## config.mk

```make
export PLATFORM = sky130hd
export DESIGN_NAME = udl_cnt_mc
export DESIGN_NICKNAME = d
export VERILOG_FILES = /design/src/rtl/udl_cnt_mc.sv
export SDC_FILE = /design/constraint.sdc
export NUM_CORES = 1
export LEC_CHECK = 0
export ABC_AREA = 1
export BUFFER_PORTS_ARGS = -buffer_cell sky130_fd_sc_hd__buf_2
export CORE_MARGIN = 4
export CORE_UTILIZATION = 50
export CTS_CLUSTER_DIAMETER = 40
export DETAILED_ROUTE_END_ITERATION = 10
export PLACE_DENSITY = 0.84
export RECOVER_POWER = 100
export SETUP_SLACK_MARGIN = 0.1
export SYNTH_ARGS = -nofsm -noshare
export SYNTH_HDL_FRONTEND = slang
export SYNTH_SLANG_ARGS = --single-unit
```

## constraint.sdc

```tcl
create_clock -name CLK -period 1.6 [get_ports CLK]
set_input_delay 0.4 -clock CLK [delete_from_list [all_inputs] [get_ports CLK]]
set_output_delay 0.4 -clock CLK [all_outputs]
set_load 0.01 [all_outputs]
```

## src/rtl/udl_cnt_mc.sv

```systemverilog
// rtl/udl_cnt_mc.sv - multi-channel up/down loadable counter bank with terminal-count strobe
// Optional sticky OVF/UNF flags with CLR_FLG are built when UDL_CNT_MC_STICKY_EN is defined.
module udl_cnt_mc #(
  parameter int Width = 8,
  parameter int Chans = 4,
  parameter int SAT   = 0,
  parameter int TMR   = 0
) (
  input  logic                   CLK,
  input  logic                   RST,
  input  logic [Chans-1:0]       CE,
  input  logic [Chans-1:0]       L,
  input  logic [Chans-1:0]       UP,
  input  logic [Chans*Width-1:0] D,
  input  logic [Chans*Width-1:0] MAX,
`ifdef UDL_CNT_MC_STICKY_EN
  input  logic [Chans-1:0]       CLR_FLG,
  output logic [Chans-1:0]       OVF,
  output logic [Chans-1:0]       UNF,
`endif
  output logic [Chans*Width-1:0] Q,
  output logic [Chans-1:0]       TC
);

  localparam int CW = Chans * Width;
`ifdef UDL_CNT_MC_STICKY_EN
  localparam int SW = CW + 3 * Chans;
`else
  localparam int SW = CW + Chans;
`endif

  // All state lives in one packed vector so the TMR wrapper triplicates it uniformly.
  logic [SW-1:0]    st_v;
  logic [SW-1:0]    st_n;
  logic [CW-1:0]    q_v;
  logic [CW-1:0]    q_n;
  logic [Chans-1:0] tc_v;
  logic [Chans-1:0] tc_n;

  assign q_v  = st_v[CW-1:0];
  assign tc_v = st_v[CW +: Chans];

`ifdef UDL_CNT_MC_STICKY_EN
  logic [Chans-1:0] ovf_v;
  logic [Chans-1:0] unf_v;
  logic [Chans-1:0] ovf_n;
  logic [Chans-1:0] unf_n;

  assign ovf_v = st_v[CW + Chans +: Chans];
  assign unf_v = st_v[CW + 2 * Chans +: Chans];
`endif

  always_comb begin
    logic [Width-1:0] qi;
    logic [Width-1:0] mi;
    qi   = '0;
    mi   = '0;
    q_n  = q_v;
    tc_n = '0;
`ifdef UDL_CNT_MC_STICKY_EN
    // Clear is applied first so a same-edge boundary event re-sets the flag.
    ovf_n = ovf_v & ~CLR_FLG;
    unf_n = unf_v & ~CLR_FLG;
`endif
    for (int i = 0; i < Chans; i++) begin
      qi = q_v[i*Width +: Width];
      mi = MAX[i*Width +: Width];
      if (L[i]) begin
        q_n[i*Width +: Width] = D[i*Width +: Width];
      end else if (CE[i]) begin
        if (UP[i]) begin
          if (qi >= mi) begin
            q_n[i*Width +: Width] = (SAT != 0) ? mi : '0;
            tc_n[i] = 1'b1;
`ifdef UDL_CNT_MC_STICKY_EN
            ovf_n[i] = 1'b1;
`endif
          end else begin
            q_n[i*Width +: Width] = qi + 1'b1;
          end
        end else begin
          if (qi == '0) begin
            q_n[i*Width +: Width] = (SAT != 0) ? '0 : mi;
            tc_n[i] = 1'b1;
`ifdef UDL_CNT_MC_STICKY_EN
            unf_n[i] = 1'b1;
`endif
          end else if (qi > mi) begin
            // Out-of-range value after a load snaps back into range silently.
            q_n[i*Width +: Width] = mi;
          end else begin
            q_n[i*Width +: Width] = qi - 1'b1;
          end
        end
      end
    end
  end

`ifdef UDL_CNT_MC_STICKY_EN
  assign st_n = {unf_n, ovf_n, tc_n, q_n};
`else
  assign st_n = {tc_n, q_n};
`endif

  generate
    if (TMR != 0) begin : g_tmr
      (* syn_preserve = 1 *) logic [SW-1:0] st0;
      (* syn_preserve = 1 *) logic [SW-1:0] st1;
      (* syn_preserve = 1 *) logic [SW-1:0] st2;

      always_ff @(posedge CLK or posedge RST) begin
        if (RST) begin
          st0 <= '0;
          st1 <= '0;
          st2 <= '0;
        end else begin
          st0 <= st_n;
          st1 <= st_n;
          st2 <= st_n;
        end
      end

      assign st_v = (st0 & st1) | (st0 & st2) | (st1 & st2);
    end else begin : g_one
      logic [SW-1:0] st0;

      always_ff @(posedge CLK or posedge RST) begin
        if (RST) st0 <= '0;
        else     st0 <= st_n;
      end

      assign st_v = st0;
    end
  endgenerate

  assign Q  = q_v;
  assign TC = tc_v;
`ifdef UDL_CNT_MC_STICKY_EN
  assign OVF = ovf_v;
  assign UNF = unf_v;
`endif

endmodule

```

==> impl_metrics.tcl, run 1 <==
set metrics [dict create \
    drive_gt1_share_pct 45.5 \
    rsz0062_at_grt "yes" \
    finalPower_mw 6.15 \
    cts_tree "yes" \
    r2r-end "g_one.st0[17]" \
    vias 6221 \
    drt-initial-drc-count 423 \
    synth_top_area_share_pct 21.5 \
    highest_layer "met4" \
    dp_cells 1120 \
    io_pins 114 \
    top_regs "g_one.st0: 36 flops" \
    outcome "finished with violations" \
    violations "negative setup slack" \
    routed_wl_mm 18.1 \
    setup_slack_ns -0.341 \
    skew_ns 0.00694 \
    ir_worst_vdd_v 0.000467 \
    period_needed_ns 1.94 \
    synth_nets 919 \
    clk_pin_slew_worst_paths_ns 0.08 \
    fin_crit_sh_pct 121 \
    drv_cap 0 \
    grt_pass1_vias 5805 \
    fp.coreArea_sq_um 9240 \
    arrival_ns 2.11 \
    final_util_pct 80.4 \
    syn_to_final_growth_pct 56.6 \
    ys_seq_area_share_pct 19.0 \
    gr-total-overflow 0 \
    r2r_start "g_one.st0[21]" \
    clk-insertion-delay-late_ns 0.29 \
    synthesis.area_sq_um 4740 \
    reg2regPathDepth 10 \
    initial_core_util_pct 51.3 \
    grt.total_usage_pct 28.6 \
    dieHeight_um 105 \
    worst_slew_pin_slew_ns 1.03 \
    rows 35 \
    ctsHtreeMaxLevel 2 \
    max_freq_mhz 515 \
    holdWs_ns 0.356 \
    fill_cells 598 \
    end_kind "register" \
    regToRegSetupSlack_ns -0.34 \
    clockRootBuffer "clkbuf_8" \
    regMostFlops "g_one.st0" \
    place.gp.congestion 0.959 \
    stdcell_count 1144 \
    synth_cell_types 32 \
    met1_length_mm 7.02 \
    synth_seq_cells 36 \
    die_area_sq_um 11100 \
    vias_per_cell 5.44 \
    hold_path_class "input port to register" \
    leakage_nw 3.94 \
    cts_sinks 36 \
    worstSetupPathType "register to register" \
    slew_headroom_pct 31.7 \
    first_pass_iters 5 \
    numCtsBuffers 5 \
    ant_nets 0 \
    hold_viol 0 \
    synth_warnings 0 \
    cts_buffer_depth 2 \
    crit_fanout 3 \
    regArea_sq_um 927 \
    dr_wl_met2_mm 9.10 \
    grt_max_degree 37 \
    worstSetupStartpointType "register" \
    setup_viol 34 \
    largest_reg_flops 36 \
    dieWidth_um 105 \
    crit_end "g_one.st0[17]" \
    startpoint "g_one.st0[21]" \
    drc 0 \
    syn_area_per_cell_sq_um 5.95 \
    wl_per_cell_um 15.8 \
    nets 1135 \
    synth.area.top_cells "nand2_1 21%, dfrtp_1 19%, ha_1 12%" \
    netlist_instances 797 \
    dp_hpwl_mm 11.1 \
    grt_antenna_before_repair 1 \
    synth_top_area_cell "nand2_1" \
    io_buffer_count 113 \
    met3WireLength_mm 1.47 \
    multi_input_area_sq_um 4400 \
    slew_viol_final 0 \
    powerDensity_nw_per_um2 829 \
    cp_data_required_time_ns 1.77 \
    dp_slack_ns -0.302 \
    grt_pass1_wl_mm 26.7 \
]
critical path, cell delays in order (launching register included):
cell and delay (ns):
dfrtp_1 0.43, ha_4 0.32, nand2_4 0.06, a21oi_4 0.18, nor2_4 0.08, buf_6 0.12
buf_4 0.12, a41oi_2 0.23, nand2_2 0.09, nand2_1 0.11, nand2_1 0.08
cells in the mapped netlist (all sizes together):
cell and count:
a22oi 2, xnor2 5, inv 112, xor2 17
nand3 96, nor4 1, a21o 4, nor2 112
buf 9, a21oi 31, nor3 8, and2 1
clkbuf 5, nand2 284, a41oi 1, o21ai 14
clkinv 5, ha 44, nand4 10, dfrtp 36
how the worst min path moves through the flow:
stage          slack [ns]  cells past startpoint  startpoint            end
3_5_place_dp         0.47                      3         RST  g_one.st0[26]
5_1_grt              0.34                      3        D[0]   g_one.st0[0]
3_3_place_gp         0.47                      3         RST  g_one.st0[35]
6_report             0.36                      3        D[0]   g_one.st0[0]
4_1_cts              0.15                      3         RST   g_one.st0[2]
2_1_floorplan        0.54                      2       CE[3]  g_one.st0[24]
layout by cell type (no fill, tap or decap), types with 3 or more instances in the layout:
cell and n:
xnor2_1 5, nand4_1 6, nand2_1 213, a21o_1 4, nand3_4 4, dfrtp_2 21, inv_1 83, nand3_2 27
nor2_4 14, clkbuf_8 5, o21ai_1 3, nand4_4 4, dfrtp_1 15, clkbuf_2 3, nor2_2 14, nand2_8 8
inv_2 26, nand3_1 65, nor3_1 5, a21oi_2 16, clkinv_1 5, ha_4 28, xor2_1 17, buf_4 87
nor3_2 3, nand2_2 43, nor2_1 84, a21oi_1 13, o21ai_0 11, buf_6 16, nand2_4 24, ha_1 15
buf_2 107, clkbuf_1 7
kinds of logic after synthesis:
group | share of synthesized area, %
compound gates | 5.96
xor+xnor | 4.06
fa+ha+maj | 11.6
buf+inv | 11.0
flops | 19.0
simple gates | 48.4
through the flow:
stage	area [sq um]	setup TNS [ns]
2_1_floorplan	5100	-0.664
3_3_place_gp	6470	-7.88
3_5_place_dp	6470	-9.10
4_1_cts	7080	-2.84
5_1_grt	7420	-8.78
6_report	7420	-5.90
what timing repair did:
item,CTS,global route
hold buffers,0,0
buffers inserted,8,7
pin swaps,45,66
resized for setup,91,84
gates cloned,4,1
endpoints found under the setup margin,36,38
power by group:
part | internal (mW) | switching, mW
sequential | 1.06 | 0.152
combinational | 1.77 | 2.49
clock | 0.307 | 0.365
total | 3.14 | 3.01
final cells by class:
cell class,count,area share [%]
multi-input combinational,635,59.3
timing repair buffer,218,18.9
sequential,36,12.5
inverter,117,6.03
tap,129,2.17
clock buffer,7,1.03
clock inverter,1,0.0674
antenna,1,0.0337
routing by layer:
layer | vias to the layer above | track usage, %
met5 | - | 0
met4 | 0 | 7.97
met3 | 49 | 4.04
met2 | 365 | 51.3
met1 | 2857 | 35.7
li1 | 2950 | -
(Power assumes the default switching activity.)
==> run 2, diff against run 1 <==
--- a/config.mk
+++ b/config.mk
@@ -13,2 +13,3 @@
 export DETAILED_ROUTE_END_ITERATION = 10
+export GPL_ROUTABILITY_DRIVEN = 0
 export PLACE_DENSITY = 0.84
==> constraint.sdc (replaced) <==
create_clock -name CLK -period 1.6 [get_ports CLK]
set_input_delay 0.16 -clock CLK [delete_from_list [all_inputs] [get_ports CLK]]
set_output_delay 0.16 -clock CLK [all_outputs]
set_load 0.01 [all_outputs]
==> impl_metrics.tcl, run 2 (synthesized netlist as in run 1, its figures left out) <==
set metrics [dict create \
    outcome "finished with violations" \
    violations "negative setup slack" \
    io_buffer_count 113 \
    io_pins 114 \
    dp_cells 1097 \
    final_cell_mix "210 x nand2_1, 108 x buf_2, 91 x inv_1, 87 x nor2_1, 67 x buf_4" \
    initial_core_util_pct 51.3 \
    p_switching_mw 2.90 \
    cts_tree "yes" \
    numCtsBuffers 5 \
    setup_tns_ns -5.33 \
    powerDensity_nw_per_um2 826 \
    cts_buffer_depth 2 \
    slew_headroom_pct 31.3 \
    setup_slack_ns -0.287 \
    clk_pin_slew_worst_paths_ns 0.08 \
    slowest_stage "dfrtp_2" \
    end_kind "register" \
    rows 35 \
    die_area_sq_um 11100 \
    multi_input_area_sq_um 4400 \
    dp_hpwl_mm 11.0 \
    cts_sinks 36 \
    leakage_nw 3.80 \
    combPwrFrac_pct 68.6 \
    worst_slew_pin_slew_ns 1.03 \
    antenna_cells 0 \
    ir_worst_vdd_v 0.000414 \
    worstSetupPathType "register to register" \
    syn_to_final_growth_pct 51.1 \
    clockRootBuffer "clkbuf_8" \
    cp_common_cell "nand2_1" \
    rsz0062_at_grt "yes" \
    dieWidth_um 105 \
    hold_viol 0 \
    worstSetupStartpointType "register" \
    first_pass_iters 5 \
    hold_path_class "input port to register" \
    cts.hold.buffers_added 0 \
    fill_cells 667 \
    regArea_sq_um 927 \
    grt.total_usage_pct 26.2 \
    slew_viol_final 0 \
    routed_wl_mm 16.2 \
    cp_cell_sequence "ha_4, nand2_2, nand2_2, nand2_1, nand2_1, nand2_2, nand2_4, nand2_8, nand2_8, nand2_2, nand3_2, nand2_1, nand2_1, nand2_1" \
    p_int_mw 3.02 \
    vias_per_cell 5.32 \
    dieHeight_um 105 \
    gr-total-overflow 0 \
    crit_fanout 8 \
    cp_data_required_time_ns 1.78 \
    setup_viol 33 \
    max_freq_mhz 530 \
    period_needed_ns 1.89 \
    drt-initial-drc-count 395 \
    grt_antenna_before_repair 0 \
    grt_pass1_wl_mm 24.8 \
    dp_slack_ns -0.162 \
    top_regs "g_one.st0: 36 flops" \
    drc 0 \
    vias 5956 \
    max_stage_delay_ns 0.44 \
    nets 1113 \
    pwr-share-clk_pct 11.1 \
    regMostFlops "g_one.st0" \
    drive_gt1_share_pct 42.1 \
    stdcell_count 1120 \
    ant_nets 0 \
    largest_reg_flops 36 \
    arrival_ns 2.07 \
    clk-insertion-delay-late_ns 0.29 \
    drv_cap 0 \
    wl_per_cell_um 14.5 \
    ctsHtreeMaxLevel 2 \
    fin_crit_sh_pct 118 \
    skew_ns 0.0126 \
    p_sw_share_pct 48.9 \
    grt_pass1_vias 5492 \
    layout_commonest_cell "nand2_1" \
    grt_max_degree 37 \
    seq_power_share_pct 20.3 \
    fp.coreArea_sq_um 9240 \
]
## run 2: cell count changes in the layout (fill, tap and decap cells not counted), moves of 3 or more
cell and delta:
nand3_2 +3, a21oi_1 +6, nand2_1 -3, nand2_4 +3
clkbuf_1 +10, inv_1 +8, buf_4 -20, inv_2 -7
nor2_1 +3, buf_6 -13, a21oi_2 -5
## run 2: metal layers
layer / global-route usage (%) / wire length [um]
met1: 33.5 / 6590
met2: 46.6 / 8200
met3: 3.25 / 1070
met4: 6.47 / 367
met5: 0 / 0
## run 2: layout make-up
cell class,instances,share of cell area [%]
Multi-Input combinational cell,636,61.4
Timing Repair Buffer,195,16.2
Sequential cell,36,12.9
Inverter,117,6.20
Tap cell,129,2.25
Clock buffer,7,1.07
## run 2: path summary, 6_finish.rpt
kind	startpoint	to	slack (ns)	depth (start not counted)
setup / recovery	g_one.st0[1]	g_one.st0[1]	-0.29	14
hold / removal	D[0]	g_one.st0[0]	0.10	3
min in group asynchronous	RST	g_one.st0[21]	0.19	3
setup reg to reg	g_one.st0[1]	g_one.st0[1]	-0.29	14
hold reg to reg	g_one.st0[8]	g_one.st0[8]	0.66	3
max in group asynchronous	RST	g_one.st0[6]	0.69	3
## run 2: critical path, delay by kind of cell, from the launching register on
family / cells / cell delay [ns]
and+or+nand+nor: 13 / 1.03
adders and majority gates: 1 / 0.29
DFF: 1 / 0.44
## run 2: repair_timing
item / 4_1_cts / 5_1_grt
cloned: 5 / 1
pin swaps: 49 / 71
endpoints found under the setup margin: 35 / 36
buffers inserted: 3 / 7
resized for setup: 77 / 78
## run 2: power groups by stage
stage,Sequential (mW),Combinational (mW),Clock [mW]
2_1_floorplan,1.37,2.01,0
3_3_place_gp,1.19,3.16,0
3_5_place_dp,1.19,3.23,0
4_1_cts,1.19,3.62,0.669
5_1_grt,1.22,4.43,0.702
6_report,1.20,4.06,0.654
## run 2: metrics by stage
stage | hold slack [ns] | power (mW) | utilization (%) | area, sq um
after floorplan | 0.298 | 3.39 | - | 5080
after global placement | 0.321 | 4.34 | 67.8 | 6270
after detailed placement | 0.326 | 4.42 | 67.8 | 6270
after CTS | 0.0138 | 5.48 | 73.6 | 6800
after global routing | 0.0946 | 6.35 | 77.5 | 7160
final | 0.100 | 5.92 | 77.5 | 7160
